<file path="src/rtl/cache_dfp_arbiter_pkg.sv">
// Shared types for the cache-to-memory arbiter: FSM states and requester indices.
package cache_dfp_arbiter_pkg;

  typedef enum logic [1:0] {
    ARB_IDLE    = 2'd0,
    ARB_GRANT_I = 2'd1,
    ARB_GRANT_D = 2'd2
  } arb_state_e;

  localparam logic REQ_I = 1'b0;
  localparam logic REQ_D = 1'b1;

endpackage

</file>
<file path="src/rtl/cache_dfp_arbiter_rr_pick2.sv">
// Combinational two-way round-robin select: on a tie, grant the requester
// that was not served most recently.
module rr_pick2
  import cache_dfp_arbiter_pkg::*;
(
  input  logic [1:0] req,
  input  logic       last,
  output logic [1:0] gnt,
  output logic       valid
);

  always_comb begin
    gnt = req;
    if (req == 2'b11) begin
      gnt = (last == REQ_D) ? 2'b01 : 2'b10;
    end
  end

  assign valid = |req;

endmodule

</file>
<file path="src/rtl/cache_dfp_arbiter.sv">
// Shares one line-wide memory port between the I-cache and D-cache dfp ports.
// One owner at a time; line data passes straight through and is never buffered.
module cache_dfp_arbiter
  import cache_dfp_arbiter_pkg::*;
#(
  parameter int ADDR_WIDTH = 32,
  parameter int LINE_WIDTH = 256
) (
  input  logic                  clk,
  input  logic                  rst,
  input  logic [ADDR_WIDTH-1:0] i_addr,
  input  logic                  i_read,
  input  logic                  i_write,
  input  logic [LINE_WIDTH-1:0] i_wdata,
  output logic [LINE_WIDTH-1:0] i_rdata,
  output logic                  i_resp,
  input  logic [ADDR_WIDTH-1:0] d_addr,
  input  logic                  d_read,
  input  logic                  d_write,
  input  logic [LINE_WIDTH-1:0] d_wdata,
  output logic [LINE_WIDTH-1:0] d_rdata,
  output logic                  d_resp,
  output logic [ADDR_WIDTH-1:0] mem_addr,
  output logic                  mem_read,
  output logic                  mem_write,
  output logic [LINE_WIDTH-1:0] mem_wdata,
  input  logic [LINE_WIDTH-1:0] mem_rdata,
  input  logic                  mem_resp,
  output logic [1:0]            o_dbg_state
);

  arb_state_e r_state;
  logic       r_rr_last;
  logic [1:0] w_req;
  logic [1:0] w_gnt;
  logic       w_valid;

  assign w_req = {d_read | d_write, i_read | i_write};

  rr_pick2 u_pick (
    .req   (w_req),
    .last  (r_rr_last),
    .gnt   (w_gnt),
    .valid (w_valid)
  );

  // A dropped request without mem_resp is an abort: release without touching rr_last.
  always_ff @(posedge clk) begin
    if (rst) begin
      r_state   <= ARB_IDLE;
      r_rr_last <= REQ_D;
    end else begin
      case (r_state)
        ARB_IDLE: begin
          if (w_valid) r_state <= w_gnt[REQ_I] ? ARB_GRANT_I : ARB_GRANT_D;
        end
        ARB_GRANT_I: begin
          if (mem_resp) begin
            r_state   <= ARB_IDLE;
            r_rr_last <= REQ_I;
          end else if (!w_req[REQ_I]) begin
            r_state <= ARB_IDLE;
          end
        end
        ARB_GRANT_D: begin
          if (mem_resp) begin
            r_state   <= ARB_IDLE;
            r_rr_last <= REQ_D;
          end else if (!w_req[REQ_D]) begin
            r_state <= ARB_IDLE;
          end
        end
        default: r_state <= ARB_IDLE;
      endcase
    end
  end

  always_comb begin
    mem_addr  = '0;
    mem_read  = 1'b0;
    mem_write = 1'b0;
    mem_wdata = '0;
    i_rdata   = '0;
    i_resp    = 1'b0;
    d_rdata   = '0;
    d_resp    = 1'b0;
    case (r_state)
      ARB_GRANT_I: begin
        mem_addr  = i_addr;
        mem_read  = i_read;
        mem_write = i_write;
        mem_wdata = i_wdata;
        i_rdata   = mem_rdata;
        i_resp    = mem_resp;
      end
      ARB_GRANT_D: begin
        mem_addr  = d_addr;
        mem_read  = d_read;
        mem_write = d_write;
        mem_wdata = d_wdata;
        d_rdata   = mem_rdata;
        d_resp    = mem_resp;
      end
      default: ;
    endcase
  end

  assign o_dbg_state = r_state;

endmodule
</file>
<file path="config.mk">
export PLATFORM = sky130hd
export DESIGN_NAME = cache_dfp_arbiter
export DESIGN_NICKNAME = d
export VERILOG_FILES = /design/src/rtl/cache_dfp_arbiter_pkg.sv /design/src/rtl/cache_dfp_arbiter_rr_pick2.sv /design/src/rtl/cache_dfp_arbiter.sv
export SDC_FILE = /design/constraint.sdc
export NUM_CORES = 1
export LEC_CHECK = 0
export BUFFER_PORTS_ARGS = -buffer_cell sky130_fd_sc_hd__buf_4
export CAP_MARGIN = 20
export CELL_PAD_IN_SITES_DETAIL_PLACEMENT = 0
export CELL_PAD_IN_SITES_GLOBAL_PLACEMENT = 1
export CORE_AREA = 2 2 640 642
export DETAILED_ROUTE_END_ITERATION = 10
export DIE_AREA = 0 0 642 644
export PLACE_DENSITY = 0.31
export SLEW_MARGIN = 20
export SYNTH_ARGS = -nofsm -noshare
export SYNTH_HDL_FRONTEND = slang
export SYNTH_HIERARCHICAL = 1
export SYNTH_SLANG_ARGS = --single-unit
</file>
<file path="constraint.sdc">
create_clock -name clk -period 4.5 [get_ports clk]
set_clock_uncertainty 0.1 [all_clocks]
set_input_delay 0.45 -clock clk [delete_from_list [all_inputs] [get_ports clk]]
set_output_delay 0.45 -clock clk [all_outputs]
set_load 0.02 [all_outputs]
</file>
# --- After elaboration in Yosys (flattened, before gate mapping) ---
# Index checks and enable logic that the tools add are counted.
totals:
  ff_bits: 3
op_classes:
  n_eq_ne: 8
  bitwise_logic: 2
  n_mux: 20
  reduce_logical: 5
op_table:
  columns: ["operator", "n"]
  rows:
  - ["two-way mux 256 bit", 2]
  - ["one-hot mux 256 bit (2 select lines)", 1]
  - ["one-hot mux 32 bit (2 select lines)", 1]
  - ["two-way mux 2 bit", 6]
  - ["two-way mux 1 bit", 6]
  - ["inequality test 3 bit, second input constant", 2]
  - ["one-hot mux 1 bit (2 select lines)", 3]
  - ["one-hot mux 2 bit (3 select lines)", 1]
  - ["AND reduction 3 bit", 2]
  - ["== test 2 bit, second input constant", 2]
  - ["inequality test 2 bit, second input constant", 2]
  - ["== test 2 x 1 -> 1 bit, second input constant", 1]
  - ["logical NOT 2 bit", 1]
  - ["inequality test 2 x 1 -> 1 bit, second input constant", 1]
  - ["OR 1 bit", 2]
  - ["nonzero test 2 bit", 1]
  - ["OR reduction 2 bit", 1]

# --- Depth between registers and ports, before layout ---
# Gate-level depths: netlist of run 1.
logic_depth:
  word_depth: 6
  ltp_mapped: 7

# --- Hierarchy ---
# The synthesis of run 1 kept the hierarchy.
by_module_without_submodules:
  columns: ["mod", "n_inst", "area_per_inst_um2", "cells_per_inst"]
  rows:
  - ["cache_dfp_arbiter", 1, 8031.5, 1273]
  - ["rr_pick2", 1, 25.0, 4]

# --- Worst setup path after synthesis of run 1 ---
# Ideal clock, no wire load.
synth_path:
  path_type: "reg-to-output"
  startpoint: "register r_state[0], in the netlist o_dbg_state[0]"
  endpoint: "output mem_addr[0]"
  path_stages_with_launch: 7
  required_ps: 3950
  slack_ps: 2076
  arrival_time_ps: 1874
  cell_sequence: "dfxtp_1 -> inv_1 -> ha_1 -> buf_2 -> clkbuf_1 -> clkbuf_1 -> nor2b_1"
synth_between:
  elab_chain_cells: 2
  word_cells_on_any_way: 3
  cone_classes: "2 x eq/ne; 1 x mux"
synth_lines:
  columns: ["item", "line", "text"]
  rows:
  - ["from (decl)", "cache_dfp_arbiter.sv:32", "arb_state_e r_state;"]
  - ["from (signal assigned)", "cache_dfp_arbiter.sv:55", "if (w_valid) r_state <= w_gnt[REQ_I] ? ARB_GRANT_I : ARB_GRANT_D;"]
  - ["== test 2 bit or == test 2 x 1 -> 1 bit (tied branches)", "cache_dfp_arbiter.sv:87", "case (r_state)"]
  - ["one-hot mux 32 bit (2 select lines) (*)", "cache_dfp_arbiter.sv:87", null]
  - ["to (decl)", "cache_dfp_arbiter.sv:23", "output logic [ADDR_WIDTH-1:0] mem_addr,"]
# Every way passes the cells marked *; elsewhere a longest branch is shown, timed or not.

# --- Final worst setup path of run 1 ---
layout_path:
  startpoint: "register r_state[0], in the netlist o_dbg_state[0]"
  endpoint: "output mem_wdata[88]"
layout_between:
  elab_chain_cells: 2
  word_cells_on_any_way: 3
  cone_classes: "2 x eq/ne; 1 x mux"
layout_lines:
  columns: ["item", "line", "text"]
  rows:
  - ["== test 2 bit or == test 2 x 1 -> 1 bit (tied branches)", "cache_dfp_arbiter.sv:87", null]
  - ["one-hot mux 256 bit (2 select lines) (*)", "cache_dfp_arbiter.sv:87", null]
  - ["to (decl)", "cache_dfp_arbiter.sv:26", "output logic [LINE_WIDTH-1:0] mem_wdata,"]
# Marked as above.

==> reports/qor.txt, run 1 <==
Outcome - finished clean
Endpoints failing setup - 0
Final Core Density - 0.0678
# fillers - 48500
Clock tree buffer depth - 2
Per-cell routed wire length - 41.1 um
Root Driver - clkbuf_16
Final Cycle Share - 0.925
Seq. cell area - 60.1 um2
Final Max Slew Viols - 0
Final hold violations - 0
Die height - 644 um
TritonCTS clock tree - built
Total congestion overflow - 0
Slew headroom - 0.0964
Reg-to-reg startpoint - o_dbg_state[0]$_SDFFE_PP0P_
Area grow syn2layout - 243%
Share of post-route cells with drive strength above 1 - 0.609
Avg Cell Area, Syn - 6.31 um2
CORE AREA - 408000 um2
Multi-input combinational cell area - 7460 um2
Clock latency on the worst-skew pair - 0.23 ns
CTS buffer count - 3
Post-DP HPWL - 326 mm
DRC Markers - 0
DRT Pass-1 Iters - 8
Die span in x - 642 um
IO Port Bufs - 1644
Worst Path Arrival - 3.61 ns
Initial antenna violation count - 317
# rows - 235
Total chip power - 5.82 mW
Lkg Pwr - 11.2 nW
Tightest Pin Transition - 1.36 ns
Pin count of the biggest net entering global routing - 132
Critical Path Fanout Max - 47
Clock sink total - 3
Startpoint Class - flip-flop
Pwr Density - 211 nW/um2
Cells on Worst Hold Path - 2
GP Congestion - 0.951
Gr usage total - 0.159
RSZ-0062 raised after global routing - false
Worst reg2reg path depth - 6
Hold Crit Class - flip-flop to flip-flop
CTS clock-pin slew for the worst setup and hold paths - 0.03 ns
Setup CP Type - flip-flop to output port
Vias - 18600
FMAX - 240 MHz
Post-CTS Hold Fix Bufs - 0
Via density - 2.22
IO Count - 1645
Maximum vdd drop - 130 uV
Reg2reg setup slack - 1.74 ns
Syn nets - 2119
Synth warn - 6
Synthesized area - 8050 um2
Setup bufs post-CTS - 0
Antenna-violating nets left - 0
H-Tree Depth - 1
Initial DRC Count - 1093
Max_cap viols - 0
HP Start - r_rr_last$_SDFFE_PP1P_
Starting Density - 0.0198
Req. time, crit path - 3.95 ns
Setup TNS - 0 ns
Hold EP - r_rr_last$_SDFFE_PP1P_
CP Capture Type - output port
Synthesized instance count - 1276
Final min period - 4.16 ns
Fin nets - 3681
Post-CTS sizing - 0
Reg-to-Reg End - o_dbg_state[0]$_SDFFE_PP0P_
First-pass GRT wire length - 389 mm
Die Area - 413000 um2
Final wirelength - 344 mm
Vias in the first global route - 18300
placed cells by master, fill, tap and decap left out, drive strengths merged, types with 2 or more instances in the layout:
| cell | count |
|---|---|
| nand2 | 2 |
| ha | 4 |
| nor2b | 292 |
| buf | 1710 |
| inv | 5 |
| and2 | 513 |
| mux2i | 2 |
| dfxtp | 3 |
| diode | 68 |
| or2 | 3 |
| clkbuf | 4 |
| nand2b | 2 |
| a22oi | 290 |
report_power, final:
group / total, mW / internal, mW / leakage [nW] / switching [mW]
clock: 0.142 / 0.117 / 0.0386 / 0.0255
combinational: 5.64 / 1.96 / 11.1 / 3.68
sequential: 0.0363 / 0.0305 / 0.0247 / 0.00572
registers in the layout, indices dropped and copies added, names as in the netlist:
signal	cells
r_rr_last	1
o_dbg_state	2
critical path: stages, from the launching register on:
cell and delay (ns):
dfxtp_1 0.36, inv_1 0.27, ha_4 0.58, buf_4 0.74, a22oi_1 0.66, nor2b_1 0.42, buf_4 0.21
worst max-delay path by stage:
stage                                 from            end  slack (ns)  cells after the start
2_1_floorplan  o_dbg_state[0]$_SDFFE_PP0P_    mem_addr[0]        2.08                      6
3_3_place_gp   o_dbg_state[1]$_SDFFE_PP0P_    mem_addr[3]        0.12                      6
3_5_place_dp   o_dbg_state[0]$_SDFFE_PP0P_  mem_wdata[88]        0.49                      6
4_1_cts        o_dbg_state[0]$_SDFFE_PP0P_  mem_wdata[88]        0.22                      6
5_1_grt        o_dbg_state[0]$_SDFFE_PP0P_  mem_wdata[88]        0.18                      6
6_report       o_dbg_state[0]$_SDFFE_PP0P_  mem_wdata[88]        0.34                      6
layer usage:
metal / up-vias / global-route usage / share of wire
met5: - / 0 / 0.0017
met2: 1431 / 0.302 / 0.53
met3: 434 / 0.0613 / 0.091
met1: 9141 / 0.168 / 0.36
met4: 86 / 0.0210 / 0.020
li1: 7493 / - / -
through the flow:
stage	instance area [um2]	setup slack [ns]	std cells	hold WS (ns)
after floorplan	8050	2.08	1276	0.329
after global placement	27100	0.124	8258	0.389
after detailed placement	27400	0.485	8283	0.370
after CTS	27500	0.223	8287	0.378
after global routing	27500	0.180	8313	0.384
final	27600	0.339	8356	0.367
area by class of cell:
cell class / count / share of cell area
Timing Repair Buffer: 1710 / 0.471
Multi-Input combinational cell: 1115 / 0.270
Tap cell: 5451 / 0.247
Antenna cell: 68 / 0.00616
Clock buffer: 4 / 0.00285
Sequential cell: 3 / 0.00217
Inverter: 5 / 0.000679
(Power assumes the default switching activity.)
==> run 2, diff against run 1 <==
Settings changed: GPL_TIMING_DRIVEN set to 0.
==> run 2 against run 1 <==
Against the previous run:
- via count increased by 2.3%
- count of clock-buffer cells in the layout is the same
- first-iteration DRC count up 31%
- register-to-register slack improved by 0.50 ns
- fmax decreased by 1.5%
- utilization barely moved
- non-clock buffer count is 101 higher
- sequential share of layout area barely moved
==> reports/qor.txt, run 2 (synthesized netlist as in run 1, its figures left out) <==
Outcome - finished clean
First-pass GRT wire length - 381 mm (-1.9%)
WL met2 - 180 mm (-0.60%)
# rows - 235 (unchanged)
Lkg Pwr - 11.2 nW (+0.49%)
GP Congestion - 1.01 (+6.0%)
Total congestion overflow - 0 (unchanged)
IO Port Bufs - 1644 (unchanged)
Die Area - 413000 um2 (unchanged)
RSZ-0062 raised after global routing - false
Antenna-violating nets left - 0 (unchanged)
Tightest Pin Transition - 1.07 ns (-0.283 ns)
CP Capture Type - output port
Final Cycle Share - 0.939 (+0.0144)
Total chip power - 5.93 mW (+1.9%)
Final Max Slew Viols - 0 (unchanged)
Req. time, crit path - 3.95 ns (about the same)
Highest Signal Layer - met5
Clock latency on the worst-skew pair - 0.23 ns (about the same)
Starting Density - 0.0198 (unchanged)
Final wirelength - 340 mm (-1.0%)
Vias - 19000 (+2.3%)
Gr usage total - 0.157 (-0.00196)
Hold Crit Class - input pin to flip-flop
TritonCTS clock tree - built
Maximum vdd drop - 72.3 uV (-44%)
Initial antenna violation count - 320 (+0.95%)
FMAX - 237 MHz (-1.5%)
Seq. cell area - 60.1 um2 (unchanged)
Initial DRC Count - 1429 (+31%)
IO Count - 1645 (unchanged)
Placed inst area - 27600 um2 (+0.59%)
Slew headroom - 0.285 (+0.189)
Pin count of the biggest net entering global routing - 11 (-92%)
Per-cell routed wire length - 40.2 um (-2.3%)
H-Tree Depth - 1 (unchanged)
Multi-input combinational cell area - 7400 um2 (-0.80%)
# fillers - 48500 (-0.054%)
Most common cell after layout, fill and taps aside - buf_4
Die height - 644 um (unchanged)
WL met3 - 37.8 mm (+20%)
Largest register FFs - 2 (unchanged)
DRT Pass-1 Iters - 7 (-1)
Most frequent cells in the layout - 1644 x buf_4, 513 x and2_1, 292 x nor2b_1
Share of post-route cells with drive strength above 1 - 0.581 (-0.0277)
Startpoint Class - flip-flop
Critical Path Fanout Max - 10 (-79%)
Via density - 2.25 (+0.96%)
Post-layout instance area - 27800 um2 (+0.65%)
Clock sink total - 3 (unchanged)
Worst Path Arrival - 3.68 ns (+0.07 ns)
Setup bufs post-CTS - 0 (unchanged)
CTS buffer count - 3 (unchanged)
Final min period - 4.23 ns (+0.0650 ns)
Pwr Density - 213 nW/um2 (+1.3%)
Clock tree buffer depth - 2 (unchanged)
Root Driver - clkbuf_16
CORE AREA - 408000 um2 (unchanged)
CTS clock-pin slew for the worst setup and hold paths - 0.03 ns (about the same)
Max_cap viols - 0 (unchanged)
DRC Markers - 0 (unchanged)
Post-DP HPWL - 329 mm (+0.67%)
Fin nets - 3782 (+2.7%)
Area grow syn2layout - 246%
Setup CP Type - flip-flop to output port
Post-CTS sizing - 0 (unchanged)
Vias in the first global route - 18200 (-0.47%)
Die span in x - 642 um (unchanged)
M1 WL - 116 mm (-6.9%)
Final hold violations - 0 (unchanged)
Post-CTS Hold Fix Bufs - 0 (unchanged)
Endpoints failing setup - 0 (unchanged)
## run 2: cell types whose count changed in the layout (fill, tap and decap cells not counted), moves of 6 or more
cell / previous run / this run
buf_12: 9 / 2
buf_2: 0 / 21
buf_4: 1680 / 1644
buf_6: 20 / 0
buf_8: 1 / 7
clkbuf_1: 1 / 114
clkbuf_2: 0 / 17
diode_2: 68 / 78
## run 2: critical path, stage by stage, from the launching register on
cell      delay, ns
dfxtp_1        0.35
inv_1          0.09
ha_1           0.13
buf_2          0.39
buf_2          0.83
clkbuf_1       0.58
a22oi_1        0.49
nor2b_1        0.24
buf_4          0.24
## run 2: final cells by class
type | count | share of cell area
Timing Repair Buffer | 1658 | 0.454
Sequential cell | 3 | 0.00216
Inverter | 5 | 0.000675
Buffer | 153 | 0.0223
Clock buffer | 4 | 0.00283
Tap cell | 5451 | 0.245
Antenna cell | 78 | 0.00702
Multi-Input combinational cell | 1115 | 0.266
## run 2: routing by layer
layer  track usage  vias up
li1              -     7724
met5             0        -
met1         0.154     9076
met3        0.0784      511
met4        0.0174       90
met2         0.301     1612
## run 2: stage by stage
step | utilization | cells | setup slack [ns] | TNS, ns | hold WS [ns]
after CTS | 0.0678 | 8389 | 0.0633 | 0 | 0.353
after global placement | 0.0668 | 8371 | -2.27 | -34.51 | 0.378
after floorplan | - | 1276 | 2.08 | 0 | 0.329
final | 0.0683 | 8467 | 0.274 | 0 | 0.357
after global routing | 0.0679 | 8408 | 0.132 | 0 | 0.372
after detailed placement | 0.0676 | 8385 | 0.324 | 0 | 0.357
## run 2: where the power goes
group / leakage (nW) / switching (mW) / internal (mW)
Sequential: 0.0247 / 0.00397 / 0.0305
Combinational: 11.2 / 3.80 / 1.95
Clock: 0.0386 / 0.0261 / 0.117
Total: 11.2 / 3.83 / 2.10
## run 2: path summary, 6_finish.rpt
kind,depth (start not counted),start,slack [ns],end
min,3,rst,0.36,r_rr_last$_SDFFE_PP1P_
min reg2reg,2,r_rr_last$_SDFFE_PP1P_,0.37,r_rr_last$_SDFFE_PP1P_
max,8,o_dbg_state[1]$_SDFFE_PP0P_,0.27,mem_addr[0]
max reg2reg,6,o_dbg_state[0]$_SDFFE_PP0P_,2.24,o_dbg_state[1]$_SDFFE_PP0P_
